**config.mk**
```make
export PLATFORM = sky130hd
export DESIGN_NAME = ram_port_b_arbiter
export DESIGN_NICKNAME = d
export VERILOG_FILES = /design/src/rtl/ram_port_b_arbiter_pkg.sv /design/src/rtl/ram_port_b_arbiter_rr_arb2.sv /design/src/rtl/ram_port_b_arbiter.sv
export SDC_FILE = /design/constraint.sdc
export NUM_CORES = 1
export LEC_CHECK = 0
export ABC_AREA = 1
export ABC_CLOCK_PERIOD_IN_PS = 1700
export CAP_MARGIN = 20
export CORE_MARGIN = 2
export CORE_UTILIZATION = 44
export CTS_CLUSTER_SIZE = 16
export DETAILED_ROUTE_END_ITERATION = 10
export PLACE_DENSITY = 0.86
export SYNTH_ARGS = -nofsm -noshare
export SYNTH_HDL_FRONTEND = slang
export SYNTH_SLANG_ARGS = --single-unit
```
**constraint.sdc**
```tcl
create_clock -name clk -period 1.7 [get_ports clk]
set_input_delay 0.34 -clock clk [delete_from_list [all_inputs] [get_ports clk]]
set_output_delay 0.34 -clock clk [all_outputs]
set_load 0.05 [all_outputs]
```
**src/rtl/ram_port_b_arbiter_pkg.sv**
```systemverilog
// Shared encodings, defaults and the round-robin pick rule for the RAM port B arbiter.
package ram_port_b_arbiter_pkg;

  localparam int unsigned RamAddrW = 8;
  localparam int unsigned RamDataW = 16;

  typedef enum logic [0:0] {
    StIdle   = 1'b0,
    StAccess = 1'b1
  } arb_state_e;

  typedef enum logic [0:0] {
    MidCpu    = 1'b0,
    MidLoader = 1'b1
  } master_id_e;

  // On a tie the master that did not win last time goes next.
  function automatic logic rr_pick(input logic [1:0] req, input logic last_grant);
    logic id;
    case (req)
      2'b01:   id = MidCpu;
      2'b10:   id = MidLoader;
      2'b11:   id = ~last_grant;
      default: id = last_grant;
    endcase
    return id;
  endfunction

endpackage

```
**src/rtl/ram_port_b_arbiter_rr_arb2.sv**
```systemverilog
// Two-input round-robin picker; the last-grant history lives in the parent.
module ram_port_b_arbiter_rr_arb2
  import ram_port_b_arbiter_pkg::*;
(
  input  logic [1:0] req,
  input  logic       last_grant,
  output logic       gnt_valid,
  output logic       gnt_id
);

  assign gnt_valid = |req;
  assign gnt_id    = rr_pick(req, last_grant);

endmodule

```
**src/rtl/ram_port_b_arbiter.sv**
```systemverilog
// Shares RAM port B between the CPU (m0) and the loader (m1). A winning command is registered,
// given one RAM cycle, and answered with a one-cycle ack carrying registered read data.
module ram_port_b_arbiter
  import ram_port_b_arbiter_pkg::*;
#(
  parameter int unsigned ADDR_W = RamAddrW,
  parameter int unsigned DATA_W = RamDataW
) (
  input  logic              clk,
  input  logic              rst,
  input  logic              m0_req,
  input  logic              m0_we,
  input  logic [ADDR_W-1:0] m0_addr,
  input  logic [DATA_W-1:0] m0_wdata,
  output logic              m0_ack,
  output logic [DATA_W-1:0] m0_rdata,
  input  logic              m1_req,
  input  logic              m1_we,
  input  logic [ADDR_W-1:0] m1_addr,
  input  logic [DATA_W-1:0] m1_wdata,
  output logic              m1_ack,
  output logic [DATA_W-1:0] m1_rdata,
  output logic              ram_we,
  output logic [ADDR_W-1:0] ram_addr,
  output logic [DATA_W-1:0] ram_wdata,
  input  logic [DATA_W-1:0] ram_rdata,
  output logic              busy,
  output logic              grant_id
);

  arb_state_e        state_q;
  logic              we_q;
  logic [ADDR_W-1:0] addr_q;
  logic [DATA_W-1:0] wdata_q;
  master_id_e        grant_q;
  master_id_e        last_grant_q;
  logic              m0_ack_q;
  logic              m1_ack_q;
  logic [DATA_W-1:0] m0_rdata_q;
  logic [DATA_W-1:0] m1_rdata_q;

  logic              gnt_valid;
  logic              gnt_id;
  logic              cmd_we_d;
  logic [ADDR_W-1:0] cmd_addr_d;
  logic [DATA_W-1:0] cmd_wdata_d;

  ram_port_b_arbiter_rr_arb2 u_rr_arb2 (
    .req        ({m1_req, m0_req}),
    .last_grant (last_grant_q),
    .gnt_valid  (gnt_valid),
    .gnt_id     (gnt_id)
  );

  always_comb begin
    cmd_we_d    = m0_we;
    cmd_addr_d  = m0_addr;
    cmd_wdata_d = m0_wdata;
    if (gnt_id == MidLoader) begin
      cmd_we_d    = m1_we;
      cmd_addr_d  = m1_addr;
      cmd_wdata_d = m1_wdata;
    end
  end

  always_ff @(posedge clk) begin
    if (rst) begin
      state_q      <= StIdle;
      we_q         <= 1'b0;
      addr_q       <= '0;
      wdata_q      <= '0;
      grant_q      <= MidCpu;
      last_grant_q <= MidLoader;
      m0_ack_q     <= 1'b0;
      m1_ack_q     <= 1'b0;
      m0_rdata_q   <= '0;
      m1_rdata_q   <= '0;
    end else begin
      m0_ack_q <= 1'b0;
      m1_ack_q <= 1'b0;
      unique case (state_q)
        StIdle: begin
          if (gnt_valid) begin
            we_q         <= cmd_we_d;
            addr_q       <= cmd_addr_d;
            wdata_q      <= cmd_wdata_d;
            grant_q      <= master_id_e'(gnt_id);
            last_grant_q <= master_id_e'(gnt_id);
            state_q      <= StAccess;
          end
        end
        StAccess: begin
          // Writes leave the winner's read-data register untouched.
          if (grant_q == MidLoader) begin
            m1_ack_q <= 1'b1;
            if (!we_q) m1_rdata_q <= ram_rdata;
          end else begin
            m0_ack_q <= 1'b1;
            if (!we_q) m0_rdata_q <= ram_rdata;
          end
          state_q <= StIdle;
        end
      endcase
    end
  end

  assign busy      = (state_q == StAccess);
  // Reset landing mid-access must not let the write commit.
  assign ram_we    = busy & we_q & ~rst;
  assign ram_addr  = addr_q;
  assign ram_wdata = wdata_q;
  assign grant_id  = grant_q;
  assign m0_ack    = m0_ack_q;
  assign m1_ack    = m1_ack_q;
  assign m0_rdata  = m0_rdata_q;
  assign m1_rdata  = m1_rdata_q;

endmodule

```
## Word-level counts from Yosys, hierarchy flattened

Index checks and enable logic that the tools add are counted.

| word-level totals | value |
|---|---|
| latch bits | 0 |
| output and inout port bits | 61 |
| bits in read-only memories | 0 |
| memory bits (writable) | 0 |
| memories | 0 |
| register bits | 62 |
| word-level logic and storage cells | 33 |
| input bits | 70 |

| operators by class | value |
|---|---|
| reduce and logical (&&, ||, !) cells | 5 |
| multipliers | 0 |
| add/sub/neg operators | 0 |
| bitwise logic cells | 7 |
| eq/ne operators | 3 |
| multiplexer cells | 8 |
| shift-type cells | 0 |
| div/mod/pow operators | 0 |
| order comparisons | 0 |

Operator list:

| cell | count |
|---|---|
| 16-bit two-way mux | 1 |
| 8-bit two-way mux | 1 |
| 3-bit AND reduction | 2 |
| 1-bit inverter | 5 |
| 2-bit equality test (second input constant) | 2 |
| 1-bit two-way mux | 4 |
| 2-bit OR reduction | 2 |
| 1-bit case mux with 3 select lines | 1 |
| 1-bit AND | 2 |
| 2-bit by 1-bit equality test with 1-bit output (second input constant) | 1 |
| 1-bit case mux with 2 select lines | 1 |
| 2-bit AND reduction | 1 |

## Logic depth before layout (Yosys ltp)

Gate-level depths: netlist of run 1.

| logic depth | value |
|---|---|
| depth in word-level cells | 3 |
| depth in mapped cells | 7 |

## Cells and area by module

From an unflattened synthesis of run 1, not the netlist that was laid out.

| second synthesis, totals | value |
|---|---|
| cell total of the unflattened synthesis | 497 |
| area, all modules | 3057.9 sq um |

By module, submodules not included:

| module | area an instance (sq um) | instances | cells each |
|---|---|---|---|
| ram_port_b_arbiter | 3032.9 | 1 | 491 |
| ram_port_b_arbiter_rr_arb2 | 25.0 | 1 | 6 |

## Worst setup path after synthesis of run 1

No wires, ideal clock.

| path | value |
|---|---|
| kind | input to output |
| from | in rst |
| to | out ram_we |
| path slack | -0.166 ns |
| path buffers | 2 |
| required time | 1.360 ns |
| cell stages on the path | 5 |
| data arrival time | 1.526 ns |
| cell sequence | buf_2 -> inv_1 -> buf_2 -> nand2_1 -> nor2_1 |

| between the ends | value |
|---|---|
| word-level cells in the longest chain between the ends | 2 |

Ends and longest elaborated chain:

| what | RTL line | text |
|---|---|---|
| start: declaration | ram_port_b_arbiter.sv:10 | `input logic rst,` |
| 1-bit inverter | ram_port_b_arbiter.sv:109 | `assign ram_we = busy & we_q & ~rst;` |
| 1-bit AND | ram_port_b_arbiter.sv:109 |  |
| end: declaration | ram_port_b_arbiter.sv:23 | `output logic ram_we,` |

Every way passes these cells.

## Final worst setup path of run 1

| path | value |
|---|---|
| from | reg state_q, in the netlist busy |
| to | out ram_we |

| between the ends | value |
|---|---|
| word-level cells in the longest chain between the ends | 2 |

Ends and longest elaborated chain:

| what | RTL line | text |
|---|---|---|
| start: declaration | ram_port_b_arbiter.sv:31 | `arb_state_e state_q;` |
| start signal: assignment | ram_port_b_arbiter.sv:68 | `state_q <= StIdle;` |
| start signal: assignment | ram_port_b_arbiter.sv:89 | `state_q <= StAccess;` |
| start signal: assignment | ram_port_b_arbiter.sv:101 | `state_q <= StIdle;` |
| 1-bit AND (2 in series) | ram_port_b_arbiter.sv:109 |  |

Every way passes these cells.

==> flow_summary.json, run 1 <==
{
  "slowest_delay_ns": 0.43,
  "cts_tree": "done",
  "insertion_delay_ns": 0.34,
  "nNetsFinal": 582,
  "cts.clk_slew.worst_paths_ns": 0.07,
  "seq_area_frac_synth_pct": 45.7,
  "dieArea_um2": 6820,
  "cts_buffers": 9,
  "p_leak_uw": 0.00204,
  "hpwl_mm": 5.65,
  "p_seq_share_pct": 37.1,
  "postRouteWirelength_mm": 7.87,
  "rsz0062_at_grt": "no",
  "switching_share_pct": 32.0,
  "instances_no_fill": 592,
  "route.detailed.drc": 0,
  "crit_required_ns": 1.36,
  "worst-path-buf-inv": 1,
  "syn_nets": 452,
  "clockBufferDepth": 2,
  "core-area_um2": 5960,
  "p_sw_uw": 1420,
  "placed_cells": 576,
  "ys_ff_latch": 62,
  "vias": 2942,
  "endpoint_kind": "primary output",
  "yosys.cell_types.count": 16,
  "drtIter0Drc": 103,
  "maxCapViolCount": 0,
  "clockPowerShare_pct": 33.8,
  "syn_inst": 382,
  "overflow": 0,
  "start_util_pct": 45.6,
  "p_comb_share_pct": 29.1,
  "avgViaCountPerCell": 4.97,
  "fin_skew_ns": 0.0102,
  "fmax_ghz": 0.636,
  "hp-class": "primary input to flip-flop",
  "drive_above_1_share_pct": 19.0,
  "ys.warnings.count": 0,
  "finalHoldViolCount": 0,
  "path_cells": "nand2_1, nor2_2, buf_12",
  "power_density_nw_per_um2": 1050,
  "root_buffer": "clkbuf_8",
  "critPathSlowestCell": "dfxtp_1",
  "worstPathMaxFanout": 5,
  "row_count": 28,
  "hold_start": "rst",
  "clock_sinks": 62,
  "grt_pass1_vias": 2762,
  "num_antenna_cells": 0,
  "cp_top_family": "flip-flops",
  "finalCritPeriodShare_pct": 92.6,
  "cp-start-kind": "flip-flop",
  "grt_pass1_wl_mm": 11.9,
  "port_buffers": 130,
  "synth_area_um2": 2720,
  "h-tree-depth": 3,
  "syn_to_final_growth_pct": 56.0,
  "relSlewSlack_pct": 64.2,
  "dieHeight_um": 82.6,
  "setup_tns_ns": 0,
  "place.gp.congestion": 0.829,
  "max-vdd-ir-drop_uv": 537,
  "final_util_pct": 71.1,
  "setup_viol": 0,
  "worst_slew_pin_slew_ns": 0.537,
  "status": "completed",
  "postRouteAntennaNets": 0,
  "syn_avg_cell_area_um2": 7.11,
  "wl_per_cell_um": 13.3,
  "grt_use_total_pct": 23.0,
  "antenna_found_initial": 0,
  "grt_max_degree": 34,
  "crit_start": "busy",
  "pin_count": 131,
  "die_x_um": 82.6,
  "path_class": "flip-flop to primary output",
  "intPower_uw": 3010,
  "cp.arrival_ns": 1.23,
  "drv_slew": 0,
  "hold_buffers": 0,
  "dr.pass1.iters": 4,
  "period_needed_ns": 1.57,
  "reg2reg_from": "busy"
}
## metal layers
layer,routed length [um],track usage [%],up-vias
met1,2990,23.8,1312
met3,947,8.91,15
met2,3770,41.1,145
li1,-,-,1470
met5,0,0,-
met4,154,10.0,0
## worst paths after layout
kind / end / slack [ns] / depth (start not counted)
worst max-delay path: ram_we / 0.13 / 3
worst min-delay path: m0_ack / 0.42 / 4
worst max register to register: m0_rdata[0] / 0.47 / 4
worst min register to register: m1_rdata[4] / 0.45 / 2
## sequential cells by signal, summed over array words and instances (netlist names)
name / count
m1_rdata: 16
m1_ack: 1
grant_id: 1
busy: 1
ram_addr: 8
m0_rdata: 16
m0_ack: 1
ram_wdata: 16
we_q: 1
last_grant_q: 1
## layout make-up
class,instances,area (um2)
well taps,75,93.8
multi-input cells,223,1060
flip-flops and latches,62,1240
fillers,517,1720
repair buffers,143,1340
inverters,73,274
clock buffers,13,169
clock inverters,3,65.1
## through the flow
stage | hold slack [ns] | worst slack (ns) | power (uW) | cell area [um2]
floorplan | 0.503 | 0.0515 | 2480 | 2720
global placement | 0.432 | 0.0488 | 2940 | 4000
detailed placement | 0.443 | 0.0514 | 2970 | 4000
CTS | 0.453 | 0.0475 | 4460 | 4230
global route | 0.465 | 0.0667 | 4600 | 4240
finish | 0.422 | 0.127 | 4430 | 4240
## worst register-to-register path, delay by kind of cell, from the launching register on
family                 cells  cell delay [ns]
buffers and inverters      1             0.41
DFF                        1             0.43
and+or+nand+nor            3             0.32
## synth_stat cells
cell type  number  area [um2]
a21oi_1        42         210
buf_1           2        7.51
buf_2           9        45.0
buf_4           6        45.0
buf_6           3        33.8
clkbuf_1        4        15.0
dfxtp_1        62        1240
inv_1          71         267
inv_2           2        7.51
nand2_1        31         116
nand2_2         3        18.8
nand3_1        77         385
nand3_2         1        10.0
nor2_1         36         135
o21ai_0        32         160
o21bai_4        1        18.8
## cells in the final DEF, fill, tap and decap left out, types with 7 or more instances in the layout
cell	instances
nand3_1	77
buf_4	67
inv_1	70
buf_12	7
clkdlybuf4s50_1	68
dfxtp_1	62
clkbuf_8	12
nand2_1	31
nor2_1	35
a21oi_1	42
o21ai_0	32
## kinds of logic (layout without fill, tap and decap cells)
group / count (synthesis) / after routing / synth area share, %
and+or+nand+nor: 148 / 148 / 24.5
buffers and inverters: 97 / 232 / 15.5
AOI/OAI and AO/OA: 75 / 75 / 14.3
DFF: 62 / 62 / 45.7
## power by group through the flow
stage / logic (uW) / registers [uW] / clock network, uW
CTS: 1290 / 1650 / 1520
detailed placement: 1290 / 1680 / 0
global placement: 1260 / 1670 / 0
floorplan: 402 / 2070 / 0
finish: 1290 / 1650 / 1500
global route: 1380 / 1660 / 1560
## repair_timing
action                                  4_1_cts  5_1_grt
gates resized for setup                       0        2
endpoints found under the setup margin        0        1
hold endpoints to repair                      0        0
buffers inserted                              0        0
Note: power is estimated with default switching activity, not from simulation.
==> inputs of run 2 (changes only) <==
--- a/config.mk
+++ b/config.mk
@@ -6,13 +6,13 @@
 export NUM_CORES = 1
 export LEC_CHECK = 0
 export ABC_AREA = 1
-export ABC_CLOCK_PERIOD_IN_PS = 1700
+export ABC_CLOCK_PERIOD_IN_PS = 1550
 export CAP_MARGIN = 20
 export CORE_MARGIN = 2
-export CORE_UTILIZATION = 44
+export CORE_UTILIZATION = 41
 export CTS_CLUSTER_SIZE = 16
 export DETAILED_ROUTE_END_ITERATION = 10
-export PLACE_DENSITY = 0.86
+export PLACE_DENSITY = 0.81
 export SYNTH_ARGS = -nofsm -noshare
 export SYNTH_HDL_FRONTEND = slang
 export SYNTH_SLANG_ARGS = --single-unit
==> constraint.sdc (replaced) <==
create_clock -name clk -period 1.55 [get_ports clk]
set_input_delay 0.31 -clock clk [delete_from_list [all_inputs] [get_ports clk]]
set_output_delay 0.31 -clock clk [all_outputs]
set_load 0.05 [all_outputs]
==> run 2 against run 1 <==
Critical path depth did not move. Combinational power rose by 14%. Clock skew fell by 0.0046 ns. Final area rose by 2.8%. Largest power group unchanged. Non-clock buffer count rose by 1. Sequential share of layout area fell by 0.77 points. Largest cell class unchanged.
==> flow_summary.json, run 2 (synthesis gave the netlist of run 1 again) <==
{
  "grt_pass1_vias": 2692,
  "vias": 2904,
  "worst-path-buf-inv": 1,
  "hp-class": "flip-flop to flip-flop",
  "cp_top_family": "flip-flops",
  "instances_no_fill": 595,
  "fin_skew_ns": 0.00557,
  "maxCapViolCount": 0,
  "root_buffer": "clkbuf_8",
  "clockBufferDepth": 2,
  "dr.pass1.iters": 6,
  "placed_cells": 579,
  "grt.met1_usage_pct": 24.4,
  "grt_use_total_pct": 21.3,
  "path_class": "flip-flop to primary output",
  "path_cells": "nand2_1, nor2_4, buf_12",
  "use_met2_pct": 35.7,
  "fmax_ghz": 0.697,
  "grt_pass1_wl_mm": 12.1,
  "hpwl_mm": 5.58,
  "drv_slew": 0,
  "cp.arrival_ns": 1.12,
  "pin_count": 131,
  "p_leak_uw": 0.00206,
  "h-tree-depth": 3,
  "route.detailed.drc": 0,
  "dieHeight_um": 85.4,
  "postRouteWirelength_mm": 7.55,
  "avgViaCountPerCell": 4.88,
  "drive_above_1_share_pct": 19.1,
  "grt_max_degree": 34,
  "nNetsFinal": 583,
  "cts_buffers": 9,
  "row_count": 29,
  "max-vdd-ir-drop_uv": 598,
  "status": "completed",
  "num_antenna_cells": 0,
  "critPathSlowestCell": "dfxtp_2",
  "setup_slack_ns": 0.116,
  "clock_sinks": 62,
  "worstPathMaxFanout": 5,
  "finalCritPeriodShare_pct": 92.5,
  "cts.clk_slew.worst_paths_ns": 0.06,
  "endpoint_kind": "primary output",
  "dp_slack_ns": -0.113,
  "final_common_cell": "nand3_1",
  "rsz0062_at_grt": "no",
  "dieArea_um2": 7290,
  "overflow": 0,
  "drtIter0Drc": 90,
  "slowest_delay_ns": 0.40,
  "start_util_pct": 42.5,
  "power_density_nw_per_um2": 1110,
  "power_uw": 4830,
  "antenna_found_initial": 0,
  "hold_buffers": 0,
  "setup_viol": 0,
  "cts_tree": "done",
  "insertion_delay_ns": 0.34,
  "cp-start-kind": "flip-flop",
  "syn_to_final_growth_pct": 60.3,
  "postRouteAntennaNets": 0,
  "relSlewSlack_pct": 65.4,
  "fillerInstances": 550,
  "final_cell_mix": "nand3_1 (77), inv_1 (70), clkdlybuf4s50_1 (68), dfxtp_1 (61), buf_4 (58)",
  "worst_slew_pin_slew_ns": 0.519,
  "grt_use_met3_pct": 7.49,
  "core-area_um2": 6390,
  "die_x_um": 85.4,
  "crit_required_ns": 1.24,
  "top_usage_layer": "met2",
  "place.gp.congestion": 0.810,
  "wl_per_cell_um": 12.7,
  "period_needed_ns": 1.43,
  "port_buffers": 130,
  "finalHoldViolCount": 0
}
-- run 2: path summary, 6_finish.rpt --
kind	slack [ns]	to	startpoint	cells after the start
worst max register to register	0.32	m0_rdata[14]	grant_id	5
worst max-delay path	0.12	ram_we	busy	3
worst min-delay path	0.45	m1_rdata[7]	m1_rdata[7]	2
worst min register to register	0.45	m1_rdata[7]	m1_rdata[7]	2
-- run 2: cell type report --
type | instances | area, um2 | area share (%)
Timing Repair Buffer | 144 | 1470 | 33.6
Sequential cell | 62 | 1240 | 28.5
Multi-Input combinational cell | 223 | 1060 | 24.4
Inverter | 73 | 274 | 6.29
Clock buffer | 12 | 145 | 3.33
Tap cell | 77 | 96.3 | 2.21
Clock inverter | 4 | 70.1 | 1.61
-- run 2: per-layer routing --
layer	share of wire [%]	wire (um)
met5	0	0
met4	1.7	131
met3	9.8	740
met2	48	3590
met1	41	3090
-- run 2: stage by stage --
stage	hold slack [ns]	setup TNS, ns	util (%)	instance area, um2
floorplan	0.474	0	-	2720
global placement	0.432	-0.702	64.8	4140
detailed placement	0.436	-1.54	64.8	4140
CTS	0.446	0	68.2	4360
global route	0.471	0	68.2	4360
finish	0.445	0	68.2	4360
-- run 2: tightest hold or removal path, stage by stage, from the launching register on --
cell	delay (ns)
dfxtp_1	0.31
inv_1	0.05
a21oi_1	0.05
-- run 2: repair_timing --
item,4_1_cts,5_1_grt
buffers inserted,0,0
gates resized for setup,3,0
setup endpoints to repair,1,0
-- run 2: where the power goes --
group | internal, uW | switching (uW)
clock network | 945 | 595
logic | 595 | 873
registers | 1730 | 90.1
total | 3270 | 1560
==> inputs of run 3 (changes only) <==
--- a/config.mk
+++ b/config.mk
@@ -6,13 +6,12 @@
 export NUM_CORES = 1
 export LEC_CHECK = 0
 export ABC_AREA = 1
-export ABC_CLOCK_PERIOD_IN_PS = 1550
+export ABC_CLOCK_PERIOD_IN_PS = 1600
 export CAP_MARGIN = 20
 export CORE_MARGIN = 2
-export CORE_UTILIZATION = 41
+export CORE_UTILIZATION = 30
 export CTS_CLUSTER_SIZE = 16
 export DETAILED_ROUTE_END_ITERATION = 10
-export PLACE_DENSITY = 0.81
 export SYNTH_ARGS = -nofsm -noshare
 export SYNTH_HDL_FRONTEND = slang
 export SYNTH_SLANG_ARGS = --single-unit
==> constraint.sdc (replaced) <==
create_clock -name clk -period 1.6 [get_ports clk]
set_input_delay 0.32 -clock clk [delete_from_list [all_inputs] [get_ports clk]]
set_output_delay 0.32 -clock clk [all_outputs]
set_load 0.05 [all_outputs]
==> run 3 against run 2 <==
Flip-flop and latch count unchanged. Die area increased by 35%. Final cell count increased by 5.0%. Routed wire length increased by 4.2%. Critical path type is now primary input to primary output. Largest cell class unchanged.
==> flow_summary.json, run 3 (synthesis gave the netlist of run 1 again) <==
{
  "setup_slack_ns": 0.0576,
  "finalHoldViolCount": 0,
  "setup_viol": 0,
  "cts_tree": "done",
  "fillerInstances": 896,
  "num_antenna_cells": 0,
  "grt_max_degree": 34,
  "fmax_ghz": 0.648,
  "overflow": 0,
  "cp-start-kind": "primary input",
  "critPathSlowestCell": "clkdlybuf4s50_1",
  "path_class": "primary input to primary output",
  "final_cell_mix": "nand3_1 (77), inv_1 (71), clkdlybuf4s50_1 (69), buf_4 (64), dfxtp_1 (61)",
  "dieHeight_um": 99.2,
  "dieArea_um2": 9830,
  "maxCapViolCount": 0,
  "reg2reg_from": "we_q",
  "drv_slew": 0,
  "rsz0062_at_grt": "no",
  "final_util_pct": 48.9,
  "postRouteWirelength_mm": 7.87,
  "status": "completed",
  "clockBufferDepth": 2,
  "nNetsFinal": 582,
  "h-tree-depth": 3,
  "grt_use_total_pct": 15.9,
  "hpwl_mm": 5.61,
  "die_x_um": 99.2,
  "power_uw": 4520,
  "place.gp.congestion": 0.778,
  "worst_slew_pin_slew_ns": 0.533,
  "grt_pass1_wl_mm": 12.5,
  "hold_buffers": 0,
  "max-vdd-ir-drop_uv": 379,
  "slowest_delay_ns": 0.46,
  "period_needed_ns": 1.54,
  "vias": 2870,
  "final_common_cell": "nand3_1",
  "hold_start": "m1_rdata[2]",
  "route.detailed.drc": 0,
  "core-area_um2": 8760,
  "root_buffer": "clkbuf_8",
  "path_cells": "clkdlybuf4s50_1, inv_1, nand2_2, nor2_4, buf_12",
  "power_density_nw_per_um2": 1050,
  "seqCellArea_um2": 1240,
  "multiInputGateArea_um2": 1060,
  "dr.pass1.iters": 4,
  "worstPathMaxFanout": 3,
  "grt_pass1_vias": 2638,
  "relSlewSlack_pct": 64.4,
  "setup_tns_ns": 0,
  "fin_skew_ns": 0.00723,
  "pin_count": 131,
  "cts_buffers": 9,
  "drive_above_1_share_pct": 19.0,
  "crit_required_ns": 1.28,
  "antenna_found_initial": 0,
  "postRouteAntennaNets": 0,
  "syn_to_final_growth_pct": 57.9,
  "row_count": 34,
  "start_util_pct": 31.0,
  "postCtsSetupBuffers": 0,
  "cp.arrival_ns": 1.22,
  "dp_slack_ns": 0.00898,
  "port_buffers": 130,
  "wl_per_cell_um": 12.6,
  "avgViaCountPerCell": 4.59,
  "hp-class": "flip-flop to flip-flop",
  "crit_start": "rst",
  "endpoint_kind": "primary output",
  "drtIter0Drc": 79,
  "clock_sinks": 62,
  "cts.clk_slew.worst_paths_ns": 0.06,
  "insertion_delay_ns": 0.33,
  "p_leak_uw": 0.00202,
  "finalCritPeriodShare_pct": 96.4
}
## run 3: path summary, 6_finish.rpt
check	slack [ns]	end	cells after the start
worst max register to register	0.35	m0_rdata[13]	5
worst max-delay path	0.06	ram_we	5
worst min register to register	0.44	m1_rdata[2]	2
worst min-delay path	0.44	m1_rdata[2]	2
## run 3: final cells by class
cell class / count / share of cell area [%]
clock inverters: 3 / 0.992
multi-input cells: 223 / 24.8
repair buffers: 143 / 32.0
clock buffers: 13 / 3.70
flip-flops and latches: 62 / 29.0
inverters: 73 / 6.39
well taps: 108 / 3.15
## run 3: timing repair
action                                  4_1_cts  5_1_grt
endpoints found under the hold margin         0        0
resized for setup                             0        2
endpoints found under the setup margin        0        1
## run 3: layer usage
layer | up-vias | wire [um] | GRT usage (%)
li1 | 1471 | - | -
met1 | 1260 | 3470 | 20.3
met2 | 125 | 3360 | 24.5
met3 | 14 | 909 | 5.97
met4 | 0 | 132 | 6.01
met5 | - | 0 | 0
## run 3: through the flow
| step | cells | area (um2) | hold WS [ns] |
|---|---|---|---|
| global route | 625 | 4290 | 0.461 |
| floorplan | 382 | 2720 | 0.484 |
| global placement | 609 | 4080 | 0.434 |
| finish | 625 | 4290 | 0.443 |
| detailed placement | 609 | 4080 | 0.436 |
| CTS | 625 | 4290 | 0.446 |
## run 3: power breakdown
part / total (uW) / internal (uW) / switching (uW)
sequential: 1750 / 1680 / 75.3
combinational: 1380 / 539 / 845
clock: 1380 / 804 / 579
total: 4520 / 3020 / 1500
## run 3: critical path, delay by kind of cell
kind | cells | cell delay [ns]
buffers and inverters | 3 | 0.71
and+or+nand+nor | 2 | 0.19
